`src/rtl/dogx_sample_serializer.sv`:
```
// dogx_sample_serializer: buffers {alpha, sample} words from the converter
// in a small FIFO and streams each one MSB-first over N_LANES serial lanes.
//
// Ports:
//   CLK_24M          system clock
//   reset            synchronous active-high reset
//   sample_valid     capture strobe for converter_output/alpha_in
//   converter_output raw two's-complement sample
//   alpha_in         alpha range flag for the sample
//   clear_overflow   clears the sticky overflow flag
//   ser_data         serial lanes (0 whenever ser_active is low)
//   ser_frame        high on the first bit cycle of each word
//   ser_active       high on every bit cycle of a word
//   overflow         sticky flag: a sample was dropped
//   fifo_level       current FIFO occupancy
module dogx_sample_serializer #(
    parameter int DATA_W     = 11,
    parameter int N_LANES    = 2,
    parameter int GAP_CYCLES = 2,
    parameter int FIFO_DEPTH = 4
) (
    input  logic                          CLK_24M,
    input  logic                          reset,
    input  logic                          sample_valid,
    input  logic [DATA_W-1:0]             converter_output,
    input  logic                          alpha_in,
    input  logic                          clear_overflow,
    output logic [N_LANES-1:0]            ser_data,
    output logic                          ser_frame,
    output logic                          ser_active,
    output logic                          overflow,
    output logic [$clog2(FIFO_DEPTH):0]   fifo_level
);

    localparam int WORD_W = DATA_W + 1;
    localparam int BITS   = WORD_W / N_LANES;
    localparam int AW     = $clog2(FIFO_DEPTH);
    localparam int LW     = AW + 1;
    localparam int MAXC   = (BITS > GAP_CYCLES) ? BITS : GAP_CYCLES;
    localparam int CW     = $clog2(MAXC) + 1;

    typedef enum logic [1:0] {
        IDLE,
        SHIFT,
        GAP
    } state_t;

    state_t              state_q, state_d;
    logic [CW-1:0]       cnt_q, cnt_d;
    logic [WORD_W-1:0]   shreg_q, shreg_d;
    logic [N_LANES-1:0]  data_q, data_d;
    logic                frame_q, frame_d;
    logic                active_q, active_d;
    logic                ovf_q, ovf_d;

    logic [WORD_W-1:0]   mem_q [FIFO_DEPTH];
    logic [AW-1:0]       wptr_q, wptr_d;
    logic [AW-1:0]       rptr_q, rptr_d;
    logic [LW-1:0]       count_q, count_d;

    logic [WORD_W-1:0]   word_in;
    logic [WORD_W-1:0]   head;
    logic                empty, full;
    logic                pop, load, do_push, drop;

    assign word_in = {alpha_in, converter_output};
    assign head    = mem_q[rptr_q];
    assign empty   = (count_q == '0);
    assign full    = (count_q == LW'(FIFO_DEPTH));

    // A pop frees a slot in the same edge, so a push into a full FIFO
    // only drops when nothing is leaving.
    assign drop    = sample_valid && full && !pop;
    assign do_push = sample_valid && !drop;

    always_comb begin
        state_d  = state_q;
        cnt_d    = cnt_q;
        shreg_d  = shreg_q;
        data_d   = '0;
        frame_d  = 1'b0;
        active_d = 1'b0;
        load     = 1'b0;
        unique case (state_q)
            IDLE: begin
                if (!empty) begin
                    load = 1'b1;
                end
            end
            SHIFT: begin
                if (cnt_q == CW'(BITS - 1)) begin
                    state_d = GAP;
                    cnt_d   = '0;
                end else begin
                    data_d   = shreg_q[WORD_W-1 -: N_LANES];
                    shreg_d  = shreg_q << N_LANES;
                    active_d = 1'b1;
                    cnt_d    = cnt_q + CW'(1);
                end
            end
            GAP: begin
                if (cnt_q == CW'(GAP_CYCLES - 1)) begin
                    if (!empty) begin
                        load = 1'b1;
                    end else begin
                        state_d = IDLE;
                    end
                end else begin
                    cnt_d = cnt_q + CW'(1);
                end
            end
            default: state_d = IDLE;
        endcase
        // Loading drives bit cycle 0 straight into the output registers;
        // the shift register keeps the remaining bits.
        if (load) begin
            state_d  = SHIFT;
            cnt_d    = '0;
            data_d   = head[WORD_W-1 -: N_LANES];
            shreg_d  = head << N_LANES;
            frame_d  = 1'b1;
            active_d = 1'b1;
        end
    end

    assign pop = load;

    always_comb begin
        wptr_d  = wptr_q;
        rptr_d  = rptr_q;
        count_d = count_q;
        if (do_push) begin
            wptr_d = wptr_q + AW'(1);
        end
        if (pop) begin
            rptr_d = rptr_q + AW'(1);
        end
        unique case ({do_push, pop})
            2'b10:   count_d = count_q + LW'(1);
            2'b01:   count_d = count_q - LW'(1);
            default: count_d = count_q;
        endcase
    end

    // Set wins over clear when both happen in one cycle.
    always_comb begin
        ovf_d = ovf_q;
        if (clear_overflow) begin
            ovf_d = 1'b0;
        end
        if (drop) begin
            ovf_d = 1'b1;
        end
    end

    always_ff @(posedge CLK_24M) begin
        if (reset) begin
            state_q  <= IDLE;
            cnt_q    <= '0;
            shreg_q  <= '0;
            data_q   <= '0;
            frame_q  <= 1'b0;
            active_q <= 1'b0;
            ovf_q    <= 1'b0;
            wptr_q   <= '0;
            rptr_q   <= '0;
            count_q  <= '0;
        end else begin
            state_q  <= state_d;
            cnt_q    <= cnt_d;
            shreg_q  <= shreg_d;
            data_q   <= data_d;
            frame_q  <= frame_d;
            active_q <= active_d;
            ovf_q    <= ovf_d;
            wptr_q   <= wptr_d;
            rptr_q   <= rptr_d;
            count_q  <= count_d;
        end
    end

    always_ff @(posedge CLK_24M) begin
        if (do_push && !reset) begin
            mem_q[wptr_q] <= word_in;
        end
    end

    assign ser_data   = data_q;
    assign ser_frame  = frame_q;
    assign ser_active = active_q;
    assign overflow   = ovf_q;
    assign fifo_level = count_q;

endmodule
```
`config.mk`:
```
export PLATFORM = sky130hd
export DESIGN_NAME = dogx_sample_serializer
export DESIGN_NICKNAME = d
export VERILOG_FILES = /design/src/rtl/dogx_sample_serializer.sv
export SDC_FILE = /design/constraint.sdc
export NUM_CORES = 1
export LEC_CHECK = 0
export ABC_CLOCK_PERIOD_IN_PS = 2500
export CAP_MARGIN = 20
export CELL_PAD_IN_SITES_DETAIL_PLACEMENT = 1
export CELL_PAD_IN_SITES_GLOBAL_PLACEMENT = 1
export CORE_MARGIN = 2
export CORE_UTILIZATION = 43
export DETAILED_ROUTE_END_ITERATION = 8
export GPL_TIMING_DRIVEN = 1
export PLACE_DENSITY = 0.78
export SKIP_LAST_GASP = 1
export SLEW_MARGIN = 20
export SYNTH_ARGS = -nofsm -noshare
export SYNTH_HDL_FRONTEND = slang
export SYNTH_SLANG_ARGS = --single-unit
```
`constraint.sdc`:
```
create_clock -name CLK_24M -period 2.5 [get_ports CLK_24M]
set_input_delay 0.375 -clock CLK_24M [delete_from_list [all_inputs] [get_ports CLK_24M]]
set_output_delay 0.375 -clock CLK_24M [all_outputs]
set_load 0.01 [all_outputs]
```
[After elaboration in Yosys (flattened, before gate mapping)]
Memories as Yosys holds them, arrays and structs flattened. A register that Yosys moved wholly into a read port is not among the register bits.
Index checks and enable logic that the tools add are counted.
Storage, ports and cells
  output and inout bits: 8
  word-level logic and storage cells: 80
  memories kept: 1
  register bits after elaboration: 28
  input port bits: 16
  bits in writable memories: 48
Cells by class
  $add $sub $neg: 5
  bitwise logic cells: 1
  muxes and demuxes: 28
  reduce and logical (&&, ||, !) cells: 18
  equality and inequality tests: 16
Memories
  mem_q: depth 4, width 12, read ports 1, clocked after memory_dff 1, write ports 1, RTL line 56  | logic [WORD_W-1:0] mem_q [FIFO_DEPTH];
Operators by type and width (number)
  2-to-1 mux 12 bit: 3
  2-to-1 mux 2 bit: 8
  inequality test 2 bit, second input constant: 6
  2-to-1 mux 1 bit: 11
  inequality test 3 bit, second input constant: 3
  2-to-1 mux 4 bit: 2
  case mux 4 bit (2 select lines): 1
  AND reduction 4 bit: 2
  nonzero test 2 bit: 4
  case mux 2 bit (3 select lines): 1
  case mux 3 bit (2 select lines): 1
  adder 2 x 1 -> 2 bit, second input constant: 2
  adder 4 x 1 -> 4 bit, second input constant: 1
  equality test 2 x 1 -> 1 bit, second input constant: 2
  equality test 2 bit, second input constant: 2
  equality test 4 x 1 -> 1 bit, second input constant: 1
  equality test 4 x 3 -> 1 bit, second input constant: 1
  logical AND 1 bit: 4
  AND reduction 2 bit: 2
  adder 3 x 1 -> 3 bit, second input constant: 1
  equality test 3 bit, second input constant: 1
  logical NOT 1 bit: 3
  logical NOT 3 bit: 1
  subtractor 3 x 1 -> 3 bit, second input constant: 1
  other kinds (4): 4

[Longest topological paths before layout]
  depth in word-level cells: 11
  depth in mapped cells: 10
  mapped depth without buffers: 10

[Least setup slack after synthesis]
Ideal clock, no wire load.
  path type: register -> register
  from: reg cnt_q[0]
  to: reg count_q[2] (netlist: fifo_level[2])
  path slack: 0.011 ns
  period minus slack after synthesis: 2.489 ns
  buffers on the path: 0
  setup time: 0.074 ns
  arrival: 2.415 ns
  data required time: 2.426 ns
  cell stages (with the launch flop): 9
  cell sequence: dfxtp_1 -> ha_1 -> or4b_4 -> a21boi_4 -> or2b_1 -> fa_1 -> nand4b_1 -> a21o_1 -> a31oi_1
Between the ends
  word-level cells in the longest chain between the ends: 9
  elaborated cells between the ends (all ways): 11
  those cells by class: eq/ne: 3; mux: 3; reduce/logical: 5
RTL lines
  from (decl): RTL line 49  | logic [CW-1:0] cnt_q, cnt_d;
  from (signal assigned): RTL line 170  | cnt_q <= cnt_d;
  equality test 4 x 1 -> 1 bit *: RTL line 102  | if (cnt_q == CW'(GAP_CYCLES - 1)) begin
  2-to-1 mux 1 bit *: RTL line 102
  case mux 1 bit (2 select lines) *: RTL line 84  | unique case (state_q)
  logical NOT 1 bit: RTL line 73  | assign drop = sample_valid && full && !pop;
  logical AND 1 bit: RTL line 73
  logical NOT 1 bit: RTL line 74  | assign do_push = sample_valid && !drop;
  logical AND 1 bit: RTL line 74
  equality test 2 x 1 -> 1 bit / equality test 2 bit (equally long branches): RTL line 138  | unique case ({do_push, pop})
  case mux 3 bit (2 select lines) / nonzero test 2 bit (equally long branches)
  to (signal assigned): RTL line 178  | count_q <= count_d;
  to (decl): RTL line 59  | logic [LW-1:0] count_q, count_d;
Mark *: on every way between the ends. The rest lies on a longest branch, timed or not.
A chain may end at the register's enable or synchronous reset.

[Worst setup path in the final report]
  from: reg cnt_q[1]
  to: reg count_q[2] (netlist: fifo_level[2])
The elaborated chain is that of the path after synthesis.

==> summary.md <==
| Metric | Value |
|---|---|
| Status | finished, final reports clean |
| TritonCTS clock tree | done |
| Initial DRC Count | 119 |
| Worst Hold Class | reg2reg |
| Number of nets in the layout | 292 |
| Post-DP Area | roughly 3600 sq um |
| Synth Area in XOR/XNOR | 0.0244 |
| Hold Path Stages | 2 |
| Post-synthesis compound-gate area fraction | 0.0889 |
| Hold Startpoint | overflow$_SDFFE_PP0P_ |
| Most common cell after layout, fill and taps aside | edfxtp_1 |
| Final slew viol count | 0 |
| Max FO, Critical Path | 4 |
| Final setup TNS | 0 ns |
| Predominant post-synthesis flop cell | edfxtp_1 |
| Post-Synth Adder-Cell Area | 0.0294 |
| Slew headroom | 0.538 |
| Largest family of logic cells by synthesized area | simple AND/OR/NAND/NOR gates |
| Detailed Route WL | around 6600 um |
| Data arrival, critical path | about 2.7 ns |
| Leak pwr | 1.31 nW |
| Most frequent cells in the layout | edfxtp_1, dfxtp_1, clkdlybuf4s50_1 |
| Routed WL per cell | between 15 and 20 um |
| Sequential cell area fraction in the yosys report | 0.631 |
| Final cycle utilization of the critical path | 0.957 |
| Fmax | around 0.42 GHz |
| Power Total | 3.98 mW |
| Clock sink count | between 70 and 80 |
| Worst path slowest cell | or4b_4 |
| Setup violations, final | 0 |
| Die height | 90.7 um |
| Type of origin of the critical path | flip-flop |
| Cells after Synth | 230 |
| Die width | about 91 um |
| Cell Chain, Critical Path | inv_1 -> ha_1 -> or4b_4 -> a21boi_4 -> or2b_1 -> fa_2 -> nand4b_1 -> a21o_1 -> a31oi_1 |
| Tightest Pin Transition | around 0.69 ns |
| Leading area contributor after synthesis | edfxtp_1 |
| Critical path class | reg2reg |
| Clock Tree Buf Depth | 2 |
| PwrDens | between 1000 and 1500 nW/um^2 |
| Hpwl dp | 4360 um |
| Reg clk slew, reported paths | 0.09 ns |
| Die area | slightly above 8000 sq um |
| First-pass DRT Iterations | 4 |
| Crit path required time | 2.79 ns |
| Routed vias | 1,964 |
| CP endpoint kind | flip-flop |
| Clock root cell | clkbuf_8 |
| Hold slack final | 0.472 ns |
| Worst R2R Start | cnt_q[1]$_SDFFE_PP0P_ |
| Max Cap Viol | 0 |
| Layout overhead on the synthesized area | 19.4% |
| CP top delay family | simple AND/OR/NAND/NOR gates |
| Congestion Overflow GR | 0 |
| Share of cells above drive strength 1 | 0.204 |
| Number of global-route vias before repair | 2,137 |
| Final hold violations | 0 |
| Synth Area in Simple Gates | 0.111 |
| Routed Antenna Nets | 0 |
| Top cell type's share of synthesized area | 0.445 |
| Post-synthesis register bit count | 78 |
| Port bufs | 23 |
| Starting Density | 0.446 |
| H-tree depth | 3 |
| RSZ-0062 raised after global routing | no |
| Final worst clock skew | 0.00598 ns |
| Ys Warns | 0 |
| Post-synth ARST share | 0 |
| Avg Vias per Cell | 5.27 |
| Worst path bufs/invs | 1 |
| Synth top area cells | edfxtp_1, dfxtp_1, mux4_2 |
| Reg2reg path depth | 9 |
| Distinct cells, synth | 42 |
| GP Congestion | 0.822 |
| Core Area | 7250 sq um |
| Initial antenna violation count | 0 |
| CP Depth | 9 |
| DRC | 0 |
| Worst-Skew Late Latency | 0.35 ns |
| Inserted Clock Buffers | 9 |
| Crit-path max cell delay | 0.50 ns |
| Pin count of the biggest net entering global routing | 29 |
| I/O pin total | 24 |
| # diodes | 0 |
| Fin area | 3860 sq um |
| CP startpoint | cnt_q[1]$_SDFFE_PP0P_ |
| Mux cell area share after synthesis | 0.0897 |
| Gr usage total | 0.177 |
| Syn Area/Cell | between 10 and 15 sq um |
| Syn Std Cell Area | 3240 sq um |
| Row cnt | 31 |
| Syn nets | ~250 |
| Post-synth EDFFs | 48 |
| Final min period | 2.39 ns |
| First-pass GRT wire length | 11,000 um |
| FILL cells | around 730 |
| Max rail drop VDD | between 0.6 and 0.7 mV |
==> timing repair <==
| action | in CTS | in global routing |
|---|---|---|
| hold buffers | 0 | 0 |
| buffers inserted | 0 | 1 |
| endpoints found under the hold margin | 0 | 0 |
| resized for setup | 0 | 2 |
| endpoints found under the setup margin | 0 | 2 |
==> cell families after synthesis <==
kind of cell / after synthesis
multiplexers: 14
adder cells (fa/ha/maj): 7
flip-flops: 78
AND/OR/NAND/NOR: 63
XOR/XNOR: 9
AO/OA/AOI/OAI: 42
buffers and inverters: 17
==> synthesized netlist by cell type (all sizes together), types with 2 or more instances <==
cell / instances
nand2b: 2
or2b: 2
mux2i: 2
clkbuf: 6
buf: 5
nand3: 12
nand2: 7
a22oi: 10
a21o: 2
nand4: 2
a31oi: 2
or3: 2
xor2: 5
o21ai: 3
dfxtp: 30
inv: 6
mux4: 12
o211ai: 4
xnor2: 4
or2: 3
edfxtp: 48
and2: 4
a21oi: 16
ha: 6
nor2: 18
nand3b: 4
==> worst reg2reg max path, stage by stage (launching register included) <==
cell and delay [ns]:
dfxtp_1 0.32, inv_1 0.05, ha_1 0.15, or4b_4 0.50, a21boi_4 0.15, or2b_1 0.25
fa_2 0.35, nand4b_1 0.22, a21o_1 0.19, a31oi_1 0.15
==> registers in the layout, indices dropped and copies added (netlist names), named ones only <==
name,cells
cnt_q,4
ser_frame,1
overflow,1
ser_active,1
wptr_q,2
state_q,2
mem_q,48
rptr_q,2
fifo_level,3
shreg_q,10
ser_data,2
==> through the flow <==
stage | setup WS [ns] | instances | util
final | 0.107 | 373 | 0.533
after floorplan | 0.0112 | 230 | -
after global placement | 0.154 | 356 | 0.502
after detailed placement | 0.0527 | 356 | 0.502
after CTS | 0.0273 | 372 | 0.530
after global routing | 0.00353 | 373 | 0.533
==> report_power, final <==
| group | switching (mW) | internal, mW | leakage (nW) |
|---|---|---|---|
| sequential | 0.121 | 1.55 | 0.682 |
| clock | 0.508 | 0.475 | 0.0944 |
| combinational | 0.704 | 0.617 | 0.531 |
| total | 1.33 | 2.65 | 1.31 |
==> path summary, 6_finish.rpt <==
check	endpoint	slack, ns
max	fifo_level[2]$_SDFFE_PP0P_	0.11
min	overflow$_SDFFE_PP0P_	0.47
max reg2reg	fifo_level[2]$_SDFFE_PP0P_	0.11
min reg2reg	overflow$_SDFFE_PP0P_	0.47
==> layer usage <==
| layer | GRT usage | share of wire |
|---|---|---|
| met5 | 0 | 0 |
| met4 | 0.0987 | 0.028 |
| met3 | 0.0367 | 0.027 |
| met2 | 0.289 | 0.49 |
| met1 | 0.220 | 0.45 |
==> cell type report <==
class	count	area (sq um)	area share
Inverter	6	22.5	0.00583
Clock buffer	9	124	0.0321
Clock inverter	7	81.3	0.0211
Tap cell	99	124	0.0321
Timing Repair Buffer	39	350	0.0907
Sequential cell	78	2040	0.529
Multi-Input combinational cell	135	1120	0.289
(Power assumes the default switching activity.)
